--- src/rtl/mips_multicycle_ctrl_if.sv ---
// Control bundle between the multi-cycle MIPS main controller and its datapath.
// The controller drives the datapath strobes and mux selects. The datapath returns the opcode, zero flag and memory ready.
interface mips_multicycle_ctrl_if;
    logic [5:0] op;
    logic       zero;
    logic       memready;

    logic       pcen;
    logic       memwrite;
    logic       irwrite;
    logic       regwrite;
    logic       alusrca;
    logic [1:0] alusrcb;
    logic       iord;
    logic       memtoreg;
    logic       regdst;
    logic [1:0] pcsrc;
    logic [1:0] aluop;
    logic       illegal_op;
    logic       mem_timeout;
    logic [3:0] state_o;

    modport master (
        input  op, zero, memready,
        output pcen, memwrite, irwrite, regwrite, alusrca, alusrcb, iord,
               memtoreg, regdst, pcsrc, aluop, illegal_op, mem_timeout, state_o
    );

    modport slave (
        output op, zero, memready,
        input  pcen, memwrite, irwrite, regwrite, alusrca, alusrcb, iord,
               memtoreg, regdst, pcsrc, aluop, illegal_op, mem_timeout, state_o
    );
endinterface

--- src/rtl/mips_multicycle_ctrl.sv ---
// Main sequencing FSM for the multi-cycle MIPS datapath.
// It includes a memready wait watchdog that abandons a stalled access and returns to FETCH.
module mips_multicycle_ctrl #(
    parameter int WAIT_LIMIT = 16,
    parameter int CNT_W      = 8
) (
    input logic                   clk,
    input logic                   reset,
    mips_multicycle_ctrl_if.master bus
);

    localparam logic [3:0] S_FETCH  = 4'd0;
    localparam logic [3:0] S_DECODE = 4'd1;
    localparam logic [3:0] S_MEMADR = 4'd2;
    localparam logic [3:0] S_MEMRD  = 4'd3;
    localparam logic [3:0] S_MEMWB  = 4'd4;
    localparam logic [3:0] S_MEMWR  = 4'd5;
    localparam logic [3:0] S_EXEC   = 4'd6;
    localparam logic [3:0] S_ALUWB  = 4'd7;
    localparam logic [3:0] S_BRANCH = 4'd8;
    localparam logic [3:0] S_ADDIEX = 4'd9;
    localparam logic [3:0] S_ADDIWB = 4'd10;
    localparam logic [3:0] S_JUMP   = 4'd11;

    localparam logic [5:0] OP_RTYPE = 6'b000000;
    localparam logic [5:0] OP_LW    = 6'b100011;
    localparam logic [5:0] OP_SW    = 6'b101011;
    localparam logic [5:0] OP_BEQ   = 6'b000100;
    localparam logic [5:0] OP_ADDI  = 6'b001000;
    localparam logic [5:0] OP_J     = 6'b000010;

    localparam logic [CNT_W-1:0] LIMIT_M1 = CNT_W'(WAIT_LIMIT - 1);

    logic [3:0]       state_q, state_d;
    logic [CNT_W-1:0] cnt_q, cnt_d;
    logic             waiting;
    logic             limit_hit;

    assign waiting   = (state_q == S_FETCH) || (state_q == S_MEMRD) || (state_q == S_MEMWR);
    // A same-cycle memready takes priority over the watchdog expiry.
    assign limit_hit = waiting && !bus.memready && (cnt_q == LIMIT_M1);

    always_comb begin
        state_d = state_q;
        unique case (state_q)
            S_FETCH:  if (bus.memready) state_d = S_DECODE;
            S_DECODE: begin
                unique case (bus.op)
                    OP_LW, OP_SW: state_d = S_MEMADR;
                    OP_RTYPE:     state_d = S_EXEC;
                    OP_BEQ:       state_d = S_BRANCH;
                    OP_ADDI:      state_d = S_ADDIEX;
                    OP_J:         state_d = S_JUMP;
                    default:      state_d = S_FETCH;
                endcase
            end
            S_MEMADR: begin
                if (bus.op == OP_LW)      state_d = S_MEMRD;
                else if (bus.op == OP_SW) state_d = S_MEMWR;
                else                      state_d = S_FETCH;
            end
            S_MEMRD:  if (bus.memready) state_d = S_MEMWB;
            S_MEMWB:  state_d = S_FETCH;
            S_MEMWR:  if (bus.memready) state_d = S_FETCH;
            S_EXEC:   state_d = S_ALUWB;
            S_ALUWB:  state_d = S_FETCH;
            S_BRANCH: state_d = S_FETCH;
            S_ADDIEX: state_d = S_ADDIWB;
            S_ADDIWB: state_d = S_FETCH;
            S_JUMP:   state_d = S_FETCH;
            default:  state_d = S_FETCH;
        endcase
        if (limit_hit) state_d = S_FETCH;
    end

    // A timeout in FETCH keeps the state unchanged, so it clears the counter explicitly.
    always_comb begin
        cnt_d = cnt_q;
        if ((state_d != state_q) || limit_hit) cnt_d = '0;
        else if (waiting && !bus.memready)     cnt_d = cnt_q + CNT_W'(1);
    end

    always_ff @(posedge clk or negedge reset) begin
        if (!reset) begin
            state_q <= S_FETCH;
            cnt_q   <= '0;
        end else begin
            state_q <= state_d;
            cnt_q   <= cnt_d;
        end
    end

    logic pcwrite_raw, branch_raw, memwrite_raw, irwrite_raw, regwrite_raw, illegal_raw;
    logic en_ok;

    always_comb begin
        pcwrite_raw  = 1'b0;
        branch_raw   = 1'b0;
        memwrite_raw = 1'b0;
        irwrite_raw  = 1'b0;
        regwrite_raw = 1'b0;
        illegal_raw  = 1'b0;
        bus.alusrca  = 1'b0;
        bus.alusrcb  = 2'b00;
        bus.iord     = 1'b0;
        bus.memtoreg = 1'b0;
        bus.regdst   = 1'b0;
        bus.pcsrc    = 2'b00;
        bus.aluop    = 2'b00;
        unique case (state_q)
            S_FETCH: begin
                bus.alusrcb = 2'b01;
                irwrite_raw = bus.memready;
                pcwrite_raw = bus.memready;
            end
            S_DECODE: begin
                bus.alusrcb = 2'b11;
                illegal_raw = !(bus.op inside {OP_LW, OP_SW, OP_RTYPE, OP_BEQ, OP_ADDI, OP_J});
            end
            S_MEMADR, S_ADDIEX: begin
                bus.alusrca = 1'b1;
                bus.alusrcb = 2'b10;
            end
            S_MEMRD:  bus.iord = 1'b1;
            S_MEMWB: begin
                bus.memtoreg = 1'b1;
                regwrite_raw = 1'b1;
            end
            S_MEMWR: begin
                bus.iord     = 1'b1;
                memwrite_raw = 1'b1;
            end
            S_EXEC: begin
                bus.alusrca = 1'b1;
                bus.aluop   = 2'b10;
            end
            S_ALUWB: begin
                bus.regdst   = 1'b1;
                regwrite_raw = 1'b1;
            end
            S_BRANCH: begin
                bus.alusrca = 1'b1;
                bus.aluop   = 2'b01;
                bus.pcsrc   = 2'b01;
                branch_raw  = 1'b1;
            end
            S_ADDIWB: regwrite_raw = 1'b1;
            S_JUMP: begin
                bus.pcsrc   = 2'b10;
                pcwrite_raw = 1'b1;
            end
            default: ;
        endcase
    end

    // Strobes are forced low while in reset and on the watchdog expiry cycle.
    assign en_ok           = reset && !limit_hit;
    assign bus.pcen        = en_ok && (pcwrite_raw || (branch_raw && bus.zero));
    assign bus.memwrite    = en_ok && memwrite_raw;
    assign bus.irwrite     = en_ok && irwrite_raw;
    assign bus.regwrite    = en_ok && regwrite_raw;
    assign bus.illegal_op  = reset && illegal_raw;
    assign bus.mem_timeout = reset && limit_hit;
    assign bus.state_o     = state_q;

endmodule

--- src/flat_wrapper.sv ---
// flat-port wrapper written by rule: the top's interface ports become plain ports
module mips_multicycle_ctrl_flat 
#(
    parameter int WAIT_LIMIT = 16,
    parameter int CNT_W      = 8
)
  (clk, reset, bus_op, bus_zero, bus_memready, bus_pcen, bus_memwrite, bus_irwrite, bus_regwrite, bus_alusrca, bus_alusrcb, bus_iord, bus_memtoreg, bus_regdst, bus_pcsrc, bus_aluop, bus_illegal_op, bus_mem_timeout, bus_state_o);
  mips_multicycle_ctrl_if bus_i ();
  input logic clk;
  input logic reset;
  input wire logic [$bits(bus_i.op)-1:0] bus_op;
  input wire logic [$bits(bus_i.zero)-1:0] bus_zero;
  input wire logic [$bits(bus_i.memready)-1:0] bus_memready;
  output wire logic [$bits(bus_i.pcen)-1:0] bus_pcen;
  output wire logic [$bits(bus_i.memwrite)-1:0] bus_memwrite;
  output wire logic [$bits(bus_i.irwrite)-1:0] bus_irwrite;
  output wire logic [$bits(bus_i.regwrite)-1:0] bus_regwrite;
  output wire logic [$bits(bus_i.alusrca)-1:0] bus_alusrca;
  output wire logic [$bits(bus_i.alusrcb)-1:0] bus_alusrcb;
  output wire logic [$bits(bus_i.iord)-1:0] bus_iord;
  output wire logic [$bits(bus_i.memtoreg)-1:0] bus_memtoreg;
  output wire logic [$bits(bus_i.regdst)-1:0] bus_regdst;
  output wire logic [$bits(bus_i.pcsrc)-1:0] bus_pcsrc;
  output wire logic [$bits(bus_i.aluop)-1:0] bus_aluop;
  output wire logic [$bits(bus_i.illegal_op)-1:0] bus_illegal_op;
  output wire logic [$bits(bus_i.mem_timeout)-1:0] bus_mem_timeout;
  output wire logic [$bits(bus_i.state_o)-1:0] bus_state_o;
  assign bus_i.op = bus_op;
  assign bus_i.zero = bus_zero;
  assign bus_i.memready = bus_memready;
  assign bus_pcen = bus_i.pcen;
  assign bus_memwrite = bus_i.memwrite;
  assign bus_irwrite = bus_i.irwrite;
  assign bus_regwrite = bus_i.regwrite;
  assign bus_alusrca = bus_i.alusrca;
  assign bus_alusrcb = bus_i.alusrcb;
  assign bus_iord = bus_i.iord;
  assign bus_memtoreg = bus_i.memtoreg;
  assign bus_regdst = bus_i.regdst;
  assign bus_pcsrc = bus_i.pcsrc;
  assign bus_aluop = bus_i.aluop;
  assign bus_illegal_op = bus_i.illegal_op;
  assign bus_mem_timeout = bus_i.mem_timeout;
  assign bus_state_o = bus_i.state_o;
  mips_multicycle_ctrl #(.WAIT_LIMIT(WAIT_LIMIT), .CNT_W(CNT_W)) u_core (.clk(clk), .reset(reset), .bus(bus_i));
endmodule
--- config.mk ---
export PLATFORM = sky130hd
export DESIGN_NAME = mips_multicycle_ctrl_flat
export DESIGN_NICKNAME = d
export VERILOG_FILES = /design/src/rtl/mips_multicycle_ctrl_if.sv /design/src/rtl/mips_multicycle_ctrl.sv /design/src/flat_wrapper.sv
export SDC_FILE = /design/constraint.sdc
export NUM_CORES = 1
export LEC_CHECK = 0
export ABC_AREA = 1
export CELL_PAD_IN_SITES_DETAIL_PLACEMENT = 1
export CELL_PAD_IN_SITES_GLOBAL_PLACEMENT = 1
export CORE_MARGIN = 2
export CORE_UTILIZATION = 35
export CTS_BUF_LIST = sky130_fd_sc_hd__clkbuf_8
export DETAILED_ROUTE_END_ITERATION = 12
export PLACE_DENSITY = 0.95
export SYNTH_ARGS = -nofsm -noshare
export SYNTH_HDL_FRONTEND = slang
export SYNTH_SLANG_ARGS = --single-unit
--- constraint.sdc ---
create_clock -name clk -period 4.9 [get_ports clk]
set_input_delay 1.47 -clock clk [delete_from_list [all_inputs] [get_ports clk]]
set_output_delay 1.47 -clock clk [all_outputs]
set_load 0.02 [all_outputs]
== Word-level counts from Yosys, hierarchy flattened ==
Index checks and enable logic that the tools add are counted.

* Output and inout port bits: 20
* Flip-flop bits (word level): 12

* Equality and inequality tests: 18
* Reduce and logical (&&, ||, !) cells: 26
* $add $sub $neg: 1
* Multiplexer cells: 23

{| class="wikitable"
|+ Operators with widths
! operator !! number
|-
| $pmux W4 S7 || 1
|-
| $mux W4 || 5
|-
| $pmux W4 S5 || 1
|-
| $eq A4 B3 Y1 const B || 4
|-
| $eq A4 B4 Y1 const B || 4
|-
| $mux W8 || 2
|-
| $eq A6 B6 Y1 const B || 2
|-
| $logic_and A1 B1 Y1 || 10
|-
| $mux W1 || 9
|-
| $add A8 B1 Y8 const B || 1
|-
| $eq A4 B2 Y1 const B || 2
|-
| $eq A8 B4 Y1 const B || 1
|-
| $pmux W2 S2 || 2
|-
| $eq A6 B2 Y1 const B || 1
|-
| $eq A6 B3 Y1 const B || 1
|-
| $eq A6 B4 Y1 const B || 1
|-
| $logic_not A6 Y1 || 1
|-
| $pmux W2 S3 || 1
|-
| $reduce_bool A6 Y1 || 1
|-
| $reduce_or A2 Y1 || 3
|-
| $eq A4 B1 Y1 const B || 1
|-
| $logic_not A4 Y1 || 1
|-
| $logic_or A1 B1 Y1 || 4
|-
| $ne A4 B4 Y1 || 1
|-
| 6 further kinds || 8
|}

== Longest topological paths before layout ==
Gate-level depths: netlist (run 1).

* Depth in word-level cells: 9
* Depth in mapped cells: 13

== Worst setup path after synthesis (run 1) ==
Ideal clock, no wire load.

* Kind: input to output
* From: input port bus_op[0]
* To: output port bus_illegal_op
* Setup slack: 1.054 ns
* Path buffers: 0
* Cell stages on the path: 5
* Arrival: 2.376 ns
* Cell sequence: nand2_1 -> inv_1 -> nand2_1 -> nand2_1 -> nor4_1

* Word-level cells in the longest chain between the ends: 5
* Elaborated cells between the ends (all ways): 10
* Those cells by class: eq/ne (5); mux (1); reduce/logical (4)

{| class="wikitable"
|+ Ends and longest elaborated chain
! item !! RTL line !! RTL
|-
| start: declaration || flat_wrapper.sv:11 || <nowiki>input wire logic [$bits(bus_i.op)-1:0] bus_op;</nowiki>
|-
| $eq A6 B6 Y1, or another cell as far along || mips_multicycle_ctrl.sv:118 || <nowiki>illegal_raw = !(bus.op inside {OP_LW, OP_SW, OP_RTYPE, OP_BEQ, OP_ADDI, OP_J});</nowiki>
|-
| $reduce_bool A6 Y1 * || mips_multicycle_ctrl.sv:118 ||
|-
| $logic_not A1 Y1 * || mips_multicycle_ctrl.sv:118 ||
|-
| $mux W1 * || mips_multicycle_ctrl.sv:110 || <nowiki>unique case (state_q)</nowiki>
|-
| $logic_and A1 B1 Y1 * || mips_multicycle_ctrl.sv:162 || <nowiki>assign bus.illegal_op = reset && illegal_raw;</nowiki>
|-
| end: declaration || flat_wrapper.sv:25 || <nowiki>output wire logic [$bits(bus_i.illegal_op)-1:0] bus_illegal_op;</nowiki>
|}

Mark *: on every way between the ends. The rest lies on a longest branch, timed or not.

== Final worst setup path (run 1) ==
* From: input port bus_op[2]
* To: output port bus_illegal_op

The elaborated chain is that of the path after synthesis.

==> results of run 1 <==
[synth_stat cells (all sizes together)]
library cell	count
nor2	36
nand4	3
nor3	3
xnor2	1
clkinv	1
inv	28
nor4	2
buf	1
nand2	37
o21ai	1
dfrtp	12
a21oi	1
or3	1
xor2	5
ha	1
a31oi	1
nand3	22
[flip-flops by register name, summed over array words and instances (netlist names)]
| register | cells |
|---|---|
| u_core.bus.state_o | 4 |
| u_core.cnt_q | 8 |
[power breakdown]
part / internal [W] / switching [W] / total (W)
combinational: 0.0000420 / 0.0000603 / 0.000102
clock: 0.0000538 / 0.0000320 / 0.0000858
sequential: 0.000111 / 0.0000122 / 0.000123
[area by class of cell]
cell class | count | area [µm²]
clock buffer | 3 | 41.29
multi-input combinational | 114 | 565.5
tap | 31 | 38.79
timing repair buffer | 31 | 305.3
fill | 381 | 1350
inverter | 29 | 108.9
sequential | 12 | 300.3
[cell usage in the layout (no fill, tap or decap)]
| cell | count |
|---|---|
| clkinv_1 | 1 |
| nand4_1 | 3 |
| nand3_1 | 18 |
| inv_1 | 24 |
| dfrtp_1 | 12 |
| nor4_1 | 2 |
| nand2_1 | 33 |
| nand3_2 | 3 |
| nand3_4 | 1 |
| buf_4 | 2 |
| nor2_2 | 4 |
| clkbuf_8 | 3 |
| xor2_1 | 5 |
| a21oi_1 | 1 |
| ha_1 | 1 |
| inv_2 | 4 |
| or3_1 | 1 |
| nand2_2 | 4 |
| clkdlybuf4s50_1 | 29 |
| nor3_1 | 3 |
| nor2_1 | 32 |
| xnor2_1 | 1 |
| o21ai_1 | 1 |
| a31oi_1 | 1 |
[per-stage QoR]
stage | cell area [µm²] | cells | total power [W] | hold slack (ns)
3_5_place_dp | 1319 | 217 | 0.0002279 | 0.4837
2_1_floorplan | 982.2 | 156 | 0.0001834 | 0.4329
6_report | 1360 | 220 | 0.0003113 | 0.4739
5_1_grt | 1360 | 220 | 0.0003309 | 0.5044
3_3_place_gp | 1319 | 217 | 0.0002193 | 0.4447
4_1_cts | 1360 | 220 | 0.0003153 | 0.4779
[cells by family (layout without fill, tap and decap cells)]
family,count (synthesis),after routing,share of synthesized area (%)
adders and majority gates,1,1,1.274
buffers and inverters,30,63,11.85
xor gates and xnor gates,6,6,5.350
and+or+nand+nor,104,104,49.30
AOI/OAI and AO/OA,3,3,1.655
DFF,12,12,30.57
[critical path, delay by kind of cell]
family / cells / cell delay [ns]
buf+inv: 2 / 1.19
simple gates: 4 / 0.56
[final timing paths]
check	end	slack [ns]	from
max in group asynchronous	u_core.cnt_q[0]$_DFFE_PN0P_	3.07	reset
min in group asynchronous	u_core.cnt_q[5]$_DFFE_PN0P_	1.70	reset
max	bus_illegal_op	0.21	bus_op[2]
min	u_core.cnt_q[0]$_DFFE_PN0P_	0.47	u_core.cnt_q[0]$_DFFE_PN0P_
max reg2reg	u_core.cnt_q[6]$_DFFE_PN0P_	2.93	u_core.bus.state_o[2]$_DFF_PN0_
min reg2reg	u_core.cnt_q[0]$_DFFE_PN0P_	0.47	u_core.cnt_q[0]$_DFFE_PN0P_
[per-layer routing]
metal,share of wire (%),GRT usage (%)
met5,0,0
met4,0.91,4.651
met1,44,25.60
met2,51,34.98
met3,3.8,4.535
==> impl_metrics.py, run 1 <==
metrics = {
    "pwr": {
        "ir_worst_vdd_uv": 266.5,
        "power_leakage_nw": 0.7111,
        "power_density_nw_per_um2": 228.9,
    },
    "clocking": {
        "cts_setup_buffers": 0,
        "clockBufferDepth": 2,
        "cts_tree": "built",
        "cts.sinks": 12,
        "cts_hold_buf": 0,
        "clk_pin_slew_ns": 0.05,
        "insertion_delay_ns": 0.23,
        "cts-resized-gates": 0,
        "numCtsBuffers": 3,
        "cts_max_level": 1,
        "ctsRootBufferMaster": "clkbuf_8",
    },
    "worst_setup_path": {
        "crit_path_cell_trace": "clkdlybuf4s50_1, nor2_1, nand3_1, nand3_1, nor4_1, clkdlybuf4s50_1",
        "slowest_stage": "clkdlybuf4s50_1",
        "crit_type": "in -> out",
        "reg2reg_depth": 11,
        "cp_data_required_time_ns": 3.43,
        "critPathMaxFanout": 4,
        "max_stage_delay_ns": 0.65,
        "worst-endpoint-arrival_ns": 3.22,
        "startpoint_type": "input port",
        "crit_path_end_kind": "output port",
    },
    "timing": {
        "timing.fmax_mhz": 213.2,
        "worst_pin_slew_ns": 0.3333,
        "rsz0062_at_grt": "false",
        "fin_tns_setup_ns": 0,
        "final-max-slew-violation-count": 0,
        "finalCritPeriodShare_pct": 95.72,
        "fin_ws_ns": 0.2096,
        "finClkSkew_ns": 0.003455,
        "setup_violations": 0,
        "fin_crit_ns": 4.690,
        "slew_headroom_pct": 77.78,
        "hold_viol_final": 0,
    },
    "floorplan": {
        "io_pins": 30,
        "initial_core_util_pct": 36.24,
        "die-area_um2": 3246,
        "die_w_um": 56.98,
        "coreArea_um2": 2710,
        "die_h_um": 56.98,
        "rows": 19,
    },
    "synthesis": {
        "ys.warnings.count": 0,
        "synth.largest_area_cell": "dfrtp_1",
        "ys_seq_area_share_pct": 30.57,
        "yosysUniqueCellTypes": 22,
        "synth_area_leaders": "dfrtp_1 31%, nand2_1 13%, nor2_1 12%",
        "syn_avg_cell_area_um2": 6.296,
        "ys_ff_latch": 12,
        "synth_fp_nets": 167,
        "syn_area_um2": 982.2,
        "syn_inst": 156,
        "synthDominantCellAreaShare_pct": 30.57,
    },
    "detailed_routing": {
        "vias_per_cell": 5.000,
        "remaining_drc_errors": 0,
        "drtPass1Iterations": 4,
        "route.detailed.wl_per_inst_um": 14.05,
        "num_vias": 1100,
        "drtIter0Drc": 21,
        "final_antenna_net_count": 0,
        "drt-total-wl_mm": 3.091,
    },
    "layout": {
        "num_antenna_cells": 0,
        "fin_util_pct": 50.18,
        "nets": 202,
        "layout-drive-gt1-share_pct": 11.11,
        "area_growth_pct": 38.47,
    },
    "global_route": {
        "track_usage_pct": 20.17,
        "grt_max_degree": 10,
        "grt_pass1_wl_mm": 5.202,
        "antenna_found_initial": 0,
        "grt_pass1_vias": 1171,
        "grt_overflow_total": 0,
    },
    "hold_path": {
        "hold_depth": 1,
        "hp-class": "reg -> reg",
    },
    "placement": {
        "routabilityCongestion": 0.8835,
        "dp_hpwl_mm": 2.527,
        "dp_slack_ns": 0.2499,
        "port_buffers": 29,
    },
    "job": {
        "maxCapViolations": 0,
    },
    "status": {
        "status": "completed",
    },
}
Note: power is estimated with default switching activity, not from simulation.
==> run 2: changes to the inputs <==
- REMOVE_ABC_BUFFERS: default -> 1
==> run 2 against run 1 <==
Net effect: via count grew 2.6%; sequential share of layout area shrank 0.22 points; clock power grew 28%; count of clock-buffer cells in the layout grew 1; critical path type unchanged; largest cell class unchanged.
==> impl_metrics.py, run 2 (synthesis gave the netlist of run 1 again) <==
metrics = {
    "global_route": {
        "use_met2_pct": 40.72,
        "grt_pass1_wl_mm": 5.733,
        "track_usage_pct": 22.50,
        "top_usage_layer": "met2",
        "grt_overflow_total": 0,
        "antenna_found_initial": 0,
        "grt_pass1_vias": 1256,
        "grt_max_degree": 10,
        "met1_usage_pct": 27.35,
        "use_met3_pct": 4.989,
    },
    "layout": {
        "layout.cells.most_common": "nand2_1",
        "layout_common_cells": "33 x nand2_1, 32 x nor2_1, 29 x clkdlybuf4s50_1",
        "num_antenna_cells": 0,
        "nets": 202,
        "layout-drive-gt1-share_pct": 11.58,
        "final_area_um2": 1374,
        "nFillCells": 377,
        "largest-register": "u_core.cnt_q",
        "largest_register_ffs": 8,
        "area_growth_pct": 39.87,
    },
    "worst_setup_path": {
        "critPathMaxFanout": 9,
        "crit_path_end_kind": "output port",
        "crit_start": "bus_memready",
        "worst-endpoint-arrival_ns": 3.19,
        "cp_data_required_time_ns": 3.43,
        "startpoint_type": "input port",
        "crit_type": "in -> out",
        "r2r-start": "u_core.bus.state_o[2]$_DFF_PN0_",
    },
    "timing": {
        "worst_pin_slew_ns": 0.3249,
        "setup_violations": 0,
        "slew_headroom_pct": 78.14,
        "timing.fmax_mhz": 214.8,
        "hold_viol_final": 0,
        "fin_crit_ns": 4.656,
        "finClkSkew_ns": 0.005048,
        "final-max-slew-violation-count": 0,
        "rsz0062_at_grt": "false",
        "finalCritPeriodShare_pct": 95.01,
        "fin_tns_setup_ns": 0,
        "fin_ws_ns": 0.2444,
    },
    "pwr": {
        "power_density_nw_per_um2": 245.0,
        "clkPwrFrac_pct": 32.8,
        "ir_worst_vdd_uv": 251.5,
        "p_int_w": 0.0002240,
        "swShare_pct": 33.42,
        "p_switching_w": 0.0001125,
        "seqPwrFrac_pct": 36.5,
        "power_leakage_nw": 0.7183,
        "combPwrFrac_pct": 30.7,
    },
    "placement": {
        "place_area_um2": 1319,
        "dp_slack_ns": 0.2542,
        "port_buffers": 29,
        "routabilityCongestion": 0.8863,
        "dp_hpwl_mm": 2.534,
    },
    "hold_path": {
        "min-delay-start": "u_core.cnt_q[0]$_DFFE_PN0P_",
        "hp-class": "reg -> reg",
    },
    "floorplan": {
        "io_pins": 30,
        "die_w_um": 56.98,
        "initial_core_util_pct": 36.24,
        "rows": 19,
        "die-area_um2": 3246,
        "die_h_um": 56.98,
        "coreArea_um2": 2710,
    },
    "detailed_routing": {
        "route.detailed.wl_per_inst_um": 14.54,
        "drt-total-wl_mm": 3.213,
        "remaining_drc_errors": 0,
        "drtIter0Drc": 18,
        "final_antenna_net_count": 0,
        "vias_per_cell": 5.109,
        "num_vias": 1129,
        "drtPass1Iterations": 4,
    },
    "clocking": {
        "cts-resized-gates": 0,
        "clk_pin_slew_ns": 0.05,
        "cts.sinks": 12,
        "clockBufferDepth": 2,
        "cts_max_level": 1,
        "numCtsBuffers": 3,
        "cts_tree": "built",
        "cts_hold_buf": 0,
        "insertion_delay_ns": 0.25,
        "cts_setup_buffers": 0,
        "ctsRootBufferMaster": "clkbuf_8",
    },
    "job": {
        "maxCapViolations": 0,
    },
    "status": {
        "status": "completed",
    },
}
[run 2: worst paths after layout]
kind	endpoint	slack [ns]	cells past startpoint
setup / recovery	bus_pcen	0.24	6
hold / removal	u_core.cnt_q[0]$_DFFE_PN0P_	0.47	1
setup reg to reg	u_core.cnt_q[3]$_DFFE_PN0P_	2.93	11
hold reg to reg	u_core.cnt_q[0]$_DFFE_PN0P_	0.47	1
max in group asynchronous	u_core.bus.state_o[3]$_DFF_PN0_	3.10	2
min in group asynchronous	u_core.bus.state_o[0]$_DFF_PN0_	1.66	2
[run 2: per-stage QoR]
step | hold WS (ns) | instances | power (W) | util (%)
after floorplan | 0.4329 | 155 | 0.0001832 | -
after global placement | 0.4454 | 217 | 0.0002192 | 48.66
after detailed placement | 0.4638 | 217 | 0.0002268 | 48.66
after CTS | 0.4704 | 221 | 0.0003388 | 50.69
after global routing | 0.5077 | 221 | 0.0003558 | 50.69
final | 0.4663 | 221 | 0.0003365 | 50.69
[run 2: worst max-delay path, stage by stage]
cell             delay (ns)
clkdlybuf4s50_1        0.53
inv_1                  0.11
nand3_4                0.14
nand2_1                0.12
a31oi_1                0.18
clkdlybuf4s50_1        0.63
[run 2: cell type report]
type                       count  area, µm²  area share [%]
multi-input combinational    114      565.5           41.17
timing repair buffer          31      305.3           22.22
sequential                    12      300.3           21.86
inverter                      29      108.9           7.923
clock buffer                   4      55.05           4.007
tap                           31      38.79           2.823
[run 2: power groups by stage]
stage	registers [W]	clock network (W)	logic [W]
finish	0.000123	0.000110	0.000103
floorplan	0.000123	0	0.0000597
global placement	0.000122	0	0.0000970
CTS	0.000123	0.000111	0.000105
global route	0.000125	0.000116	0.000115
detailed placement	0.000124	0	0.000103
[run 2: metal layers]
metal  up-vias  share of wire (%)
li1        552                  -
met1       542                 42
met2        28                 53
met3         7                4.2
met4         0                1.2
met5         -                  0
==> run 3: changes to the inputs <==
- SLEW_MARGIN: default -> 10
==> results of run 3 <==
Final layout, timing and power as in run 2 (identical DEF).
